[src/rtl/iot_event_arbiter.sv]
// Round-robin arbiter for four IoT event requesters feeding an active-device counter.
// Optional boundary rejection is enabled with macro IOT_ARB_REJECT_EN.
module iot_event_arbiter #(
    parameter logic [7:0] MAX_DEVICES = 8'd255
) (
    input  logic       clk,
    input  logic       rst_n,
    input  logic [3:0] req,
    input  logic [3:0] dir,
    output logic [3:0] gnt,
    output logic       change,
    output logic       on_off,
    output logic       reject,
    output logic [7:0] active_count
);

    typedef enum logic {
        IDLE  = 1'b0,
        GRANT = 1'b1
    } state_t;

    state_t     state, state_nxt;
    logic [1:0] ptr, ptr_nxt;
    logic [3:0] gnt_nxt;
    logic       change_nxt, on_off_nxt, reject_nxt;
    logic [7:0] count_nxt;

    logic       found;
    logic [1:0] sel;
    logic [1:0] idx;
    logic       bound;

    // Search starts at ptr and ascends modulo 4; first pending requester wins.
    always_comb begin
        found = 1'b0;
        sel   = ptr;
        idx   = ptr;
        for (int unsigned k = 0; k < 4; k++) begin
            idx = ptr + 2'(k);
            if (!found && req[idx]) begin
                found = 1'b1;
                sel   = idx;
            end
        end
    end

`ifdef IOT_ARB_REJECT_EN
    always_comb begin
        bound = dir[sel] ? (active_count == MAX_DEVICES) : (active_count == 8'd0);
    end
`else
    always_comb begin
        bound = 1'b0;
    end
`endif

    always_comb begin
        state_nxt  = state;
        ptr_nxt    = ptr;
        gnt_nxt    = '0;
        change_nxt = 1'b0;
        on_off_nxt = 1'b0;
        reject_nxt = 1'b0;
        count_nxt  = active_count;
        case (state)
            IDLE: begin
                if (found) begin
                    state_nxt  = GRANT;
                    gnt_nxt    = 4'b0001 << sel;
                    on_off_nxt = dir[sel];
                    change_nxt = !bound;
                    reject_nxt = bound;
                    ptr_nxt    = sel + 2'd1;
                end
            end
            GRANT: begin
                // Counter moves on the edge that closes the grant, alongside the monitor.
                state_nxt = IDLE;
                if (change) begin
                    count_nxt = on_off ? active_count + 8'd1 : active_count - 8'd1;
                end
            end
            default: state_nxt = IDLE;
        endcase
    end

    always_ff @(posedge clk or negedge rst_n) begin
        if (!rst_n) begin
            state        <= IDLE;
            ptr          <= '0;
            gnt          <= '0;
            change       <= 1'b0;
            on_off       <= 1'b0;
            reject       <= 1'b0;
            active_count <= '0;
        end else begin
            state        <= state_nxt;
            ptr          <= ptr_nxt;
            gnt          <= gnt_nxt;
            change       <= change_nxt;
            on_off       <= on_off_nxt;
            reject       <= reject_nxt;
            active_count <= count_nxt;
        end
    end

endmodule

[config.mk]
export PLATFORM = sky130hd
export DESIGN_NAME = iot_event_arbiter
export DESIGN_NICKNAME = d
export VERILOG_FILES = /design/src/rtl/iot_event_arbiter.sv
export SDC_FILE = /design/constraint.sdc
export NUM_CORES = 1
export LEC_CHECK = 0
export CORE_ASPECT_RATIO = 1.5
export CORE_MARGIN = 1
export CORE_UTILIZATION = 43
export DETAILED_ROUTE_END_ITERATION = 7
export PLACE_DENSITY = 0.73
export SYNTH_ARGS = -nofsm -noshare
export SYNTH_HDL_FRONTEND = slang
export SYNTH_SLANG_ARGS = --single-unit
[constraint.sdc]
create_clock -name clk -period 2.1 [get_ports clk]
set_clock_uncertainty 0.1 [all_clocks]
set_input_delay 0.525 -clock clk [delete_from_list [all_inputs] [get_ports clk]]
set_output_delay 0.525 -clock clk [all_outputs]
set_load 0.02 [all_outputs]
; ---- After elaboration in Yosys (flattened, before gate mapping)
; Index checks and enable logic that the tools add are counted.
[word_totals]
reg_bits = 17
output_inout_bits = 15
wordCells = 52
[op_classes]
n_addsub = 6
order_cmp = 5
shift = 1
mux = 25
n_bitwise = 1
n_reduce_logical = 8
[ops]
columns = operator, n
row1 = "less-than comparator 2 x 3 -> 1 bit, second input constant", 5
row2 = two-way mux 1 bit, 13
row3 = binary-select mux 1 bit (select 2 bit), 5
row4 = "adder 8 x 1 -> 8 bit, second input constant", 1
row5 = two-way mux 4 bit, 2
row6 = two-way mux 8 bit, 1
row7 = "subtractor 8 x 1 -> 8 bit, second input constant", 1
row8 = two-way mux 2 bit, 3
row9 = "adder 2 x 1 -> 2 bit, second input constant", 2
row10 = "adder 2 bit, second input constant", 2
row11 = AND reduction 2 bit, 2
row12 = "left shift 1 x 2 -> 4 bit, first input constant", 1
row13 = logical AND 1 bit, 3
row14 = zero test 1 bit, 3
row15 = case mux 1 bit (2 select lines), 1
row16 = NOT 1 bit, 1

; ---- Logic depth before layout (Yosys ltp)
[logic_depth]
ltp_word = 16
ltp_mapped = 7

; ---- Worst setup path after synthesis
; Ideal clock, no wire load.
[synth_path]
kind = reg2reg
startpoint = register on_off
endpoint = register active_count[6]
setup_time_ns = 0.139
arrival_ns = 2.041
required_time_ns = 1.861
setup_slack_ns = -0.180
path_stages_with_launch = 8
n_path_buf = 0
period_less_slack_ns = 2.280
path_cell_list = dfrtp_1 > inv_1 > fa_1 > a21oi_1 > o21ai_2 > a21oi_1 > nor3_1 > or4_1
[synth_between]
elab_chain_len = 1
[synth_rtl]
columns = item, line
row1 = from (decl), 12  ; output logic on_off,
row2 = from (signal assigned), 101  ; on_off <= on_off_nxt;
row3 = two-way mux 8 bit, 80  ; count_nxt = on_off ? active_count + 8'd1 : active_count - 8'd1;
row4 = to (signal assigned), 103  ; active_count <= count_nxt;
row5 = to (decl), 14  ; output logic [7:0] active_count
; No other way between the ends.
; A chain may end at the register's enable or synchronous reset.

; ---- Final worst setup path
[layout_path]
startpoint = register on_off
endpoint = output port on_off
; No word-level cell between the ends.

==> flow_metrics.py <==
metrics = {
    "layout": {
        "final_common_cell": "sky130_fd_sc_hd__clkdlybuf4s50_1",
        "total_inserted_antenna_cells": 0,
        "finalNonFillerCells": 164,
        "area_growth_pct": 43.41,
        "layout.nets": 163,
        "layout-drive-gt1-share_pct": 24.11,
        "layout.core_utilization_pct": 64.59,
        "mostFrequentLayoutCells": "sky130_fd_sc_hd__clkdlybuf4s50_1 (20), sky130_fd_sc_hd__dfrtp_1 (15), sky130_fd_sc_hd__buf_4 (15), sky130_fd_sc_hd__ha_1 (10), sky130_fd_sc_hd__a21oi_1 (8)",
    },
    "global_routing": {
        "wire_length_of_the_first_global_routing_pass_mm": 3.360,
        "first_global_vias": 842,
        "grt_resource_usage_total_pct": 17.36,
        "number_of_antenna_violations_at_the_first_check_in_global_routing": 0,
        "grt_overflow": 0,
        "grt_start_max_net_pins": 17,
    },
    "place": {
        "post-dp-hpwl_mm": 1.642,
        "gp_congestion": 0.9001,
        "dp_cells": 159,
        "io_buffers": 23,
        "dpl_worst_slack_ns": -0.2764,
    },
    "timing": {
        "timing_max_transition_violations_final": 0,
        "final_critical_path_setup_slack_ns": 0.07182,
        "rsz_0062_raised_after_global_routing": "no",
        "fin_hold_ws_ns": 0.3711,
        "period_needed_ns": 2.028,
        "post-route-period-util_pct": 96.58,
        "final-hold-violation-count": 0,
        "fmax_ghz": 0.4931,
        "setup-violations-final": 0,
    },
    "synth": {
        "synthArstFlopShare_pct": 100.0,
        "ys_warn_count": 0,
        "area_of_the_mapped_netlist_um2": 1006,
        "post_synth.cell_area_avg_um2": 9.960,
        "seq_area_frac_synth_pct": 39.80,
        "synth_edf_count": 0,
        "ys_seq_elements": 16,
        "cell_variety_after_synth": 31,
        "nets_in_the_synthesized_netlist": 122,
        "synth-main-ff-cell": "sky130_fd_sc_hd__dfrtp_1",
        "synth_cells": 101,
    },
    "drt": {
        "detail_route.wirelength.met1_um": 825,
        "drc_errors": 0,
        "drt_pre_antenna_iters": 4,
        "routed-via-count": 882,
        "final_antenna_net_count": 0,
        "wl_mm": 2.124,
        "route.detailed.wl_per_inst_um": 12.95,
        "wl_met2_mm": 1.188,
        "drt_iter0_drc": 11,
        "routed-wl-met3_um": 55,
        "vias_per_instance": 5.378,
        "top_layer_used": "met4",
    },
    "run": {
        "maxCapViolCount": 0,
    },
    "clock_tree": {
        "worst_setup_hold_path_clk_slew_ns": 0.10,
        "cts-root-to-sink-buffers": 2,
        "clk_latency_ns": 0.29,
        "tritoncts_clock_tree": "yes",
        "htreeDepth": 1,
        "cts-buffers-inserted": 3,
        "numClockSinks": 16,
        "cts_root_buffer": "sky130_fd_sc_hd__clkbuf_4",
    },
    "setup_path": {
        "crit-reg2reg-launch": "on_off$_DFF_PN0_",
        "critPathArrivalTime_ns": 1.40,
        "regToRegEndpoint": "active_count[6]$_DFFE_PN0P_",
        "critPathMaxFanout": 3,
        "startpoint_type": "register",
        "crit_end": "on_off",
        "crit_type": "reg2out",
        "crit_start": "on_off$_DFF_PN0_",
        "r2r_slack_ns": 0.09,
        "timing.critical_path.to_type": "output pin",
        "worstPathRequired_ns": 1.47,
        "worst_r2r_path_depth": 7,
    },
    "floorplan": {
        "placeableCoreArea_um2": 2233,
        "die_y_um": 61.24,
        "chipWidth_um": 41.49,
        "row_count": 21,
        "floorplan.initialDensity_pct": 45.04,
        "io-pin-count": 25,
        "fp.dieArea_um2": 2541,
    },
    "pwr": {
        "powerDensity_nw_per_um2": 1639,
        "static-leakage-power_uw": 0.0006722,
        "ir_worst_vdd_uv": 963.1,
    },
    "run_status": {
        "outcome": "complete, no violations",
    },
    "min_path": {
        "min_delay_path_depth": 1,
        "hold_path.class": "reg2reg",
    },
}
[cells in the mapped netlist (2+ instances only)]
| master | count | area share (%) |
|---|---|---|
| sky130_fd_sc_hd__o21ai_1 | 3 | 1.5 |
| sky130_fd_sc_hd__dfrtp_1 | 16 | 40 |
| sky130_fd_sc_hd__nor2_1 | 6 | 2.2 |
| sky130_fd_sc_hd__a21oi_1 | 11 | 5.5 |
| sky130_fd_sc_hd__a21o_1 | 2 | 1.5 |
| sky130_fd_sc_hd__mux2_2 | 3 | 3.4 |
| sky130_fd_sc_hd__a211oi_1 | 3 | 2.2 |
| sky130_fd_sc_hd__xor2_1 | 3 | 2.6 |
| sky130_fd_sc_hd__nor2b_1 | 4 | 2.5 |
| sky130_fd_sc_hd__o21ai_0 | 4 | 2.0 |
| sky130_fd_sc_hd__xnor2_1 | 2 | 1.7 |
| sky130_fd_sc_hd__inv_1 | 7 | 2.6 |
| sky130_fd_sc_hd__and2_1 | 5 | 3.1 |
| sky130_fd_sc_hd__nand2_1 | 6 | 2.2 |
| sky130_fd_sc_hd__ha_1 | 10 | 12 |
[metrics by stage]
step,instance area (µm²),power [µW],TNS (ns)
6_report,1443,2364,0
5_1_grt,1443,2552,0
4_1_cts,1403,2311,0
3_5_place_dp,1366,2082,-1.268
3_3_place_gp,1366,2019,-0.9412
2_1_floorplan,1013,1525,0
[how the worst min path moves through the flow]
stage                             endpoint  slack [ns]                         from
2_1_floorplan  active_count[0]$_DFFE_PN0P_        0.13                        rst_n
3_3_place_gp   active_count[7]$_DFFE_PN0P_        0.36  active_count[7]$_DFFE_PN0P_
3_5_place_dp   active_count[7]$_DFFE_PN0P_        0.36  active_count[7]$_DFFE_PN0P_
4_1_cts        active_count[7]$_DFFE_PN0P_        0.37  active_count[7]$_DFFE_PN0P_
5_1_grt        active_count[7]$_DFFE_PN0P_        0.42  active_count[7]$_DFFE_PN0P_
6_report       active_count[7]$_DFFE_PN0P_        0.37  active_count[7]$_DFFE_PN0P_
[cell families (layout without fill, tap and decap cells)]
group	Yosys count	count (layout)	share of synthesized area, %
compound gates	29	29	18.28
simple gates	26	26	13.43
flops	16	16	39.80
fa+ha+maj	11	11	14.43
buf+inv	9	49	3.732
xor+xnor	5	5	4.354
mux	4	4	5.597
other cells	1	1	0.3728
[power breakdown]
part           switching [µW]  leakage [µW]  total, µW  internal, µW
sequential                113      0.000194        558           445
combinational             795      0.000457       1600           806
clock                    99.0     0.0000210        205           106
total                    1010      0.000672       2360          1360
[layout make-up]
cell class,count,area [µm²]
Clock buffer,4,36.28
Fill cell,186,790.8
Inverter,7,28.78
Multi-Input combinational cell,76,596.8
Sequential cell,16,401.6
Tap cell,23,28.78
Timing Repair Buffer,38,350.3
[per-layer routing]
layer / GRT usage (%) / vias up
met2: 30.58 / 26
met5: 0 / -
met1: 19.07 / 419
li1: - / 431
met4: 13.82 / 0
met3: 2.053 / 6
[sequential cells by signal, summed over array words and instances (netlist names)]
name	flops
gnt	4
active_count	8
ptr	2
on_off	1
change	1
[critical path, cell delays in order, from the launching register on]
cell and delay (ns):
sky130_fd_sc_hd__dfrtp_2 0.40, sky130_fd_sc_hd__buf_4 0.13, sky130_fd_sc_hd__clkdlybuf4s50_1 0.59
[timing repair]
item                       CTS  global route
gates resized for setup      0            10
setup endpoints to repair    0             7
setup buffers                0             1
hold buffers                 0             0
(Power assumes the default switching activity.)
